===== src/rtl/ser_load_ctrl_pkg.sv =====
// Shared definitions for the serial-to-parallel loader: FSM encodings and default width.
package ser_load_ctrl_pkg;

   localparam int unsigned SerWidthDefault = 8;

   typedef enum logic [1:0] {
      StIdle  = 2'd0,
      StShift = 2'd1,
      StLoad  = 2'd2
   } ser_state_e;

endpackage


===== src/rtl/ser_load_ctrl_cntr_nb_sclr.sv =====
// Parameterised up-counter with synchronous active-high clear (clear beats enable).
module cntr_nb_sclr #(
   parameter int unsigned Width = 3
) (
   input  logic             clk_i,
   input  logic             clr_i,
   input  logic             en_i,
   output logic [Width-1:0] count_o
);

   logic [Width-1:0] count_q;

   always_ff @(posedge clk_i) begin
      if (clr_i) begin
         count_q <= '0;
      end else if (en_i) begin
         count_q <= count_q + 1'b1;
      end
   end

   assign count_o = count_q;

endmodule


===== src/rtl/ser_load_ctrl.sv =====
// Assembles an n-bit word from an MSB-first serial stream and strobes ld for one cycle
// when the completed word is presented on data_out_o.
module ser_load_ctrl
   import ser_load_ctrl_pkg::*;
#(
   parameter int unsigned n = SerWidthDefault
) (
   input  logic         clk_i,
   input  logic         clr_i,
   input  logic         start_i,
   input  logic         ser_in_i,
   input  logic         ser_en_i,
   output logic [n-1:0] data_out_o,
   output logic         ld_o,
   output logic         busy_o
);

   localparam int unsigned CntW = $clog2(n);
   localparam logic [CntW-1:0] LastCnt = CntW'(n - 1);

   ser_state_e      state_q;
   logic [n-1:0]    sreg_q;
   logic [n-1:0]    data_q;
   logic            ld_q;
   logic            busy_q;
   logic [CntW-1:0] cnt;
   logic            cnt_clr;
   logic            cnt_en;

   assign cnt_clr = clr_i | ((state_q == StIdle) & start_i);
   // Hold at n-1 on the final bit so the counter never wraps.
   assign cnt_en  = (state_q == StShift) & ser_en_i & (cnt != LastCnt);

   cntr_nb_sclr #(
      .Width (CntW)
   ) u_cntr (
      .clk_i   (clk_i),
      .clr_i   (cnt_clr),
      .en_i    (cnt_en),
      .count_o (cnt)
   );

   always_ff @(posedge clk_i) begin
      if (clr_i) begin
         state_q <= StIdle;
         sreg_q  <= '0;
         data_q  <= '0;
         ld_q    <= 1'b0;
         busy_q  <= 1'b0;
      end else begin
         ld_q <= 1'b0;
         case (state_q)
            StIdle: begin
               if (start_i) begin
                  sreg_q  <= '0;
                  state_q <= StShift;
                  busy_q  <= 1'b1;
               end
            end
            StShift: begin
               if (ser_en_i) begin
                  sreg_q <= {sreg_q[n-2:0], ser_in_i};
                  if (cnt == LastCnt) begin
                     data_q  <= {sreg_q[n-2:0], ser_in_i};
                     state_q <= StLoad;
                     ld_q    <= 1'b1;
                  end
               end
            end
            StLoad: begin
               state_q <= StIdle;
               busy_q  <= 1'b0;
            end
            default: begin
               state_q <= StIdle;
               busy_q  <= 1'b0;
            end
         endcase
      end
   end

   assign data_out_o = data_q;
   assign ld_o       = ld_q;
   assign busy_o     = busy_q;

endmodule


===== config.mk =====
export PLATFORM = sky130hd
export DESIGN_NAME = ser_load_ctrl
export DESIGN_NICKNAME = d
export VERILOG_FILES = /design/src/rtl/ser_load_ctrl_pkg.sv /design/src/rtl/ser_load_ctrl_cntr_nb_sclr.sv /design/src/rtl/ser_load_ctrl.sv
export SDC_FILE = /design/constraint.sdc
export NUM_CORES = 1
export LEC_CHECK = 0
export CORE_UTILIZATION = 50
export DETAILED_ROUTE_END_ITERATION = 8
export GPL_TIMING_DRIVEN = 1
export HOLD_SLACK_MARGIN = 0.08
export MAX_ROUTING_LAYER = met4
export PLACE_DENSITY = 0.75
export RECOVER_POWER = 25
export SLEW_MARGIN = 10
export SYNTH_ARGS = -nofsm -noshare
export SYNTH_HDL_FRONTEND = slang
export SYNTH_HIERARCHICAL = 1
export SYNTH_SLANG_ARGS = --single-unit

===== constraint.sdc =====
create_clock -name clk_i -period 1.7 [get_ports clk_i]
set_input_delay 0.34 -clock clk_i [delete_from_list [all_inputs] [get_ports clk_i]]
set_output_delay 0.34 -clock clk_i [all_outputs]
set_load 0.05 [all_outputs]

==> results.toml, run 1 <==
[finish]
nets = 113
utilization_pct = 63.4
finalInstanceArea_um2 = 1110
antenna_cells = 0
drive_gt1_share_pct = 15.1
syn_to_final_growth_pct = 17.9

[timing]
finalMaxSlewViolations = 0
finalCritPeriodShare_pct = 86.7
worst_slew_pin_slew_ps = 605
fin_skew_ps = 2.88
slew_headroom_pct = 59.8
holdWs_ps = 482
setup_tns_ps = 0
hold_viol_final = 0
max_clock_freq_ghz = 0.679
rsz0062_at_grt = "no"
setup_viol = 0
period_minus_slack_ps = 1470

[synthesis]
netlist_area_um2 = 938
synth_mux_area_share_pct = 17.1
syn_inst = 89
ys_types = 20
ys_seq_elements = 22
synth-seq-area-share_pct = 46.9
synthAdderAreaFrac_pct = 1.33
synth-compound-area-share_pct = 5.33
synth_top_family_by_area = "simple AND/OR/NAND/NOR gates"
synthXorXnorAreaFrac_pct = 0.933
syn_area_per_cell_um2 = 10.5
ys.warnings.count = 6
yosys.area_share.simple_pct = 26.0
syn_nets = 95

[grt]
first_global_vias = 577
antenna_found_initial = 0
gr-total-overflow = 0
grt_use_total_pct = 17.0
grt_max_degree = 29
grt_pass1_wl_um = 2480

[cts]
clock-sinks = 22
clock-root-buffer = "clkbuf_4"
hold_buffers = 0
post-cts-setup-buffer-count = 0
clk_latency_ps = 300
cts-resized-gates = 0
cts_buffer_depth = 2
cts_tree = "yes"
cts.htree.levels = 1
cts_buffers = 3
path_clk_slew_ps = 120

[critical_path]
path_class = "reg2out"
worstSetupEndpointType = "output pin"
cp.arrival_ps = 1130
path_cells = "clkbuf_1"
startpoint_type = "register"
critical_path.top_delay_family = "buffers and inverters"
r2r_start = "state_q[0]"
regToRegSetupSlack_ps = 400
r2r-end = "data_out_o[5]"
cp.required_ps = 1360
r2r_cells = 3
cpMaxStageDelayCell = "clkbuf_1"
cpPeakStageDelay_ps = 480
path_buf_inv = 1
cp_max_fo = 2

[floorplan]
start_util_pct = 53.8
coreArea_um2 = 1750
row_count = 15
die_h_um = 45.3
pin_count = 15
dieArea_um2 = 2050
fp.dieW_um = 45.3

[flow_run]
drv_cap = 0

[route]
ant_nets = 0
dr.pass1.iters = 4
drt-total-wl_um = 1510
via_count = 664
via_per_inst = 5.07
wire_per_inst_um = 11.5
route.detailed.drc = 0
drt_iter0_drc = 7

[power_and_ir_drop]
ir_drop_v = 0.000625
power_density_nw_per_um2 = 810
leakagePower_nw = 0.411

[outcome]
status = "finished clean"

[hold_path]
holdPathEnd = "data_out_o[0]"
hold_depth = 2
hold_path_startpoint = "data_out_o[0]"
hp-class = "reg2reg"

[placement]
io_buffers = 14
place_congestion = 0.698
postPlaceCellArea_um2 = 1090
dp_hpwl_um = 1050
[state kept, by name, indices dropped and copies added, names as in the netlist]
register        count
busy_o              1
sreg_q              7
state_q             2
data_out_o          8
ld_o                1
u_cntr/count_o      3
[per-stage QoR]
| stage | setup slack (ps) | cells | total power, mW |
|---|---|---|---|
| floorplan | 305 | 89 | 0.597 |
| global placement | 27.0 | 127 | 0.624 |
| detailed placement | -0.965 | 127 | 0.625 |
| CTS | 322 | 131 | 0.905 |
| global route | 155 | 131 | 0.924 |
| finish | 226 | 131 | 0.896 |
[worst max-delay path by stage]
stage	from	to	cells past startpoint
global placement	ser_en_i	data_out_o[3]	5
detailed placement	ser_en_i	data_out_o[1]	5
CTS	ser_en_i	data_out_o[1]	5
finish	data_out_o[4]	data_out_o[4]	1
global route	ser_en_i	data_out_o[0]	5
floorplan	state_q[0]	u_cntr/count_o[1]	5
[synthesized netlist by cell type]
master	count	area share [%]
dfxtp_1	22	47
nand3b_1	9	7.2
nor2b_1	1	0.67
ha_1	1	1.3
xnor2_1	1	0.93
a21oi_4	1	1.7
buf_4	1	0.80
clkbuf_1	4	1.6
a21bo_2	1	1.1
a31oi_1	1	0.67
nor3b_1	1	0.80
nand2b_1	17	11
nor3_1	2	1.1
a21oi_1	2	1.1
o21bai_1	1	0.80
nor2_1	5	2.0
nand2_1	1	0.40
nand4_2	1	1.3
or3b_4	1	1.2
mux2i_1	16	17
[layer usage]
| layer | share of wire, % | vias to the layer above | GRT usage (%) | wire [um] |
|---|---|---|---|---|
| met4 | 0.53 | 0 | 7.27 | 8 |
| li1 | - | 339 | - | - |
| met5 | 0 | - | - | 0 |
| met1 | 50 | 312 | 21.8 | 758 |
| met3 | 2.8 | 2 | 2.40 | 43 |
| met2 | 46 | 11 | 26.7 | 701 |
[layout make-up]
| cell class | instances | area (um2) |
|---|---|---|
| sequential | 22 | 440 |
| clock buffer | 4 | 36.3 |
| fill | 159 | 639 |
| timing repair buffer | 18 | 123 |
| multi-input combinational | 62 | 475 |
| tap | 25 | 31.3 |
[report_power, final]
| group | total (mW) | switching [mW] | internal (mW) |
|---|---|---|---|
| clock network | 0.286 | 0.155 | 0.131 |
| registers | 0.529 | 0.00718 | 0.522 |
| logic | 0.0810 | 0.0409 | 0.0401 |
[logic make-up (layout without fill, tap and decap cells)]
| kind of cell | Yosys count | count (layout) |
|---|---|---|
| simple gates | 38 | 38 |
| mux | 16 | 16 |
| buf+inv | 5 | 22 |
| flops | 22 | 22 |
| xor+xnor | 1 | 1 |
| compound gates | 6 | 6 |
| fa+ha+maj | 1 | 1 |
[placed cells by master (no fill, tap or decap)]
cell and count:
or3b_4 1, dlygate4sd3_1 2, clkbuf_8 1, clkdlybuf4s50_1 2, nand3b_1 9, mux2i_1 16
a21oi_4 1, nor3b_1 1, buf_4 8, clkbuf_1 6, a21oi_1 2, dfxtp_1 22
ha_1 1, a31oi_1 1, nand2_1 1, nor2b_1 1, xnor2_1 1, nor3_1 2
a21bo_2 1, nand4_2 1, o21bai_1 1, clkbuf_4 3, nand2b_1 17, nor2_1 5
(Power assumes the default switching activity.)
==> run 2: changes to the inputs <==
--- a/config.mk
+++ b/config.mk
@@ -6,6 +6,7 @@
 export NUM_CORES = 1
 export LEC_CHECK = 0
 export CORE_UTILIZATION = 50
+export CTS_BUF_LIST = sky130_fd_sc_hd__clkbuf_4
 export DETAILED_ROUTE_END_ITERATION = 8
 export GPL_TIMING_DRIVEN = 1
 export HOLD_SLACK_MARGIN = 0.08
==> results.toml, run 2 (synthesis results as in run 1) <==
[outcome]
status = "finished clean"

[critical_path]
cpPeakStageDelay_ps = 480
critical_path.top_delay_family = "buffers and inverters"
worstSetupEndpointType = "output pin"
cp_max_fo = 2
cp.required_ps = 1360
startpoint_type = "register"
path_cells = "clkbuf_1"
path_buf_inv = 1
cpMaxStageDelayCell = "clkbuf_1"
path_class = "reg2out"
cp.arrival_ps = 1130

[placement]
pre_cts_slack_ps = -0.965
place_congestion = 0.698
io_buffers = 14
dp_hpwl_um = 1050

[cts]
clk_latency_ps = 300
clock-root-buffer = "clkbuf_4"
cts.htree.levels = 1
hold_buffers = 0
cts_buffers = 3
post-cts-setup-buffer-count = 0
cts_tree = "yes"
cts-resized-gates = 0
path_clk_slew_ps = 120
cts_buffer_depth = 2
clock-sinks = 22

[timing]
finalCritPeriodShare_pct = 86.5
fin_skew_ps = 2.85
worst_slew_pin_slew_ps = 605
finalMaxSlewViolations = 0
setup_viol = 0
rsz0062_at_grt = "no"
hold_viol_final = 0
period_minus_slack_ps = 1470
setup_ws_ps = 230
holdWs_ps = 481
slew_headroom_pct = 59.8
max_clock_freq_ghz = 0.680

[hold_path]
hp-class = "reg2reg"

[route]
via_per_inst = 5.04
drt_iter0_drc = 8
dr.pass1.iters = 4
met3_length_um = 39
wire_per_inst_um = 11.4
wl_met2_um = 673
via_count = 660
wl_met1_um = 770
ant_nets = 0
top_layer = "met4"
drt-total-wl_um = 1490
route.detailed.drc = 0

[grt]
grt_pass1_wl_um = 2530
grt_max_degree = 29
first_global_vias = 575
grt_use_total_pct = 17.5
antenna_found_initial = 0
gr-total-overflow = 0

[power_and_ir_drop]
leakagePower_nw = 0.406
power_density_nw_per_um2 = 771
ir_drop_v = 0.000628

[finish]
layout_common_cells = "dfxtp_1, nand2b_1, mux2i_1"
drive_gt1_share_pct = 14.2
syn_to_final_growth_pct = 16.8
antenna_cells = 0
final_common_cell = "dfxtp_1"
nets = 113
largest_reg_flops = 8

[floorplan]
dieArea_um2 = 2050
die_h_um = 45.3
start_util_pct = 53.8
pin_count = 15
fp.dieW_um = 45.3
coreArea_um2 = 1750
row_count = 15

[flow_run]
drv_cap = 0
-- run 2: cell types whose count changed in the layout (fill, tap and decap cells not counted), sizes merged --
cell    delta
clkinv     +1
clkbuf     -1
-- run 2: final timing paths --
path	startpoint	to	slack [ps]	cells past startpoint
max	data_out_o[4]	data_out_o[4]	230	1
min	data_out_o[0]	data_out_o[0]	480	2
max reg2reg	state_q[0]	data_out_o[5]	390	3
min reg2reg	data_out_o[0]	data_out_o[0]	480	2
-- run 2: area by class of cell --
class                           count  area (um2)
Tap cell                           25        31.3
Fill cell                         160         649
Multi-Input combinational cell     62         475
Timing Repair Buffer               18         123
Clock inverter                      1        3.75
Sequential cell                    22         440
Clock buffer                        3        22.5
-- run 2: per-layer routing --
metal  vias to the layer above  global-route usage [%]
met2                         9                    26.4
met3                         2                    3.60
met5                         -                       -
met1                       311                    22.6
li1                        338                       -
met4                         0                    7.27
-- run 2: stage by stage --
step,setup TNS [ps],util (%),area (um2),std cells,power (mW)
floorplan,0,-,938,89,0.597
global placement,0,62.6,1090,127,0.624
detailed placement,-0.965,62.6,1090,127,0.625
CTS,0,64.1,1120,131,0.858
global route,0,62.8,1100,131,0.883
finish,0,62.8,1100,131,0.846
-- run 2: power breakdown --
part / internal, mW / switching (mW) / total (mW)
registers: 0.522 / 0.00730 / 0.529
logic: 0.0401 / 0.0409 / 0.0810
clock network: 0.0854 / 0.150 / 0.236
total: 0.647 / 0.198 / 0.846
-- run 2: tightest hold or removal path: cells and delay by family, from the launching register on --
kind	cells	cell delay [ps]
muxes	1	60
and+or+nand+nor	1	60
DFF	1	330
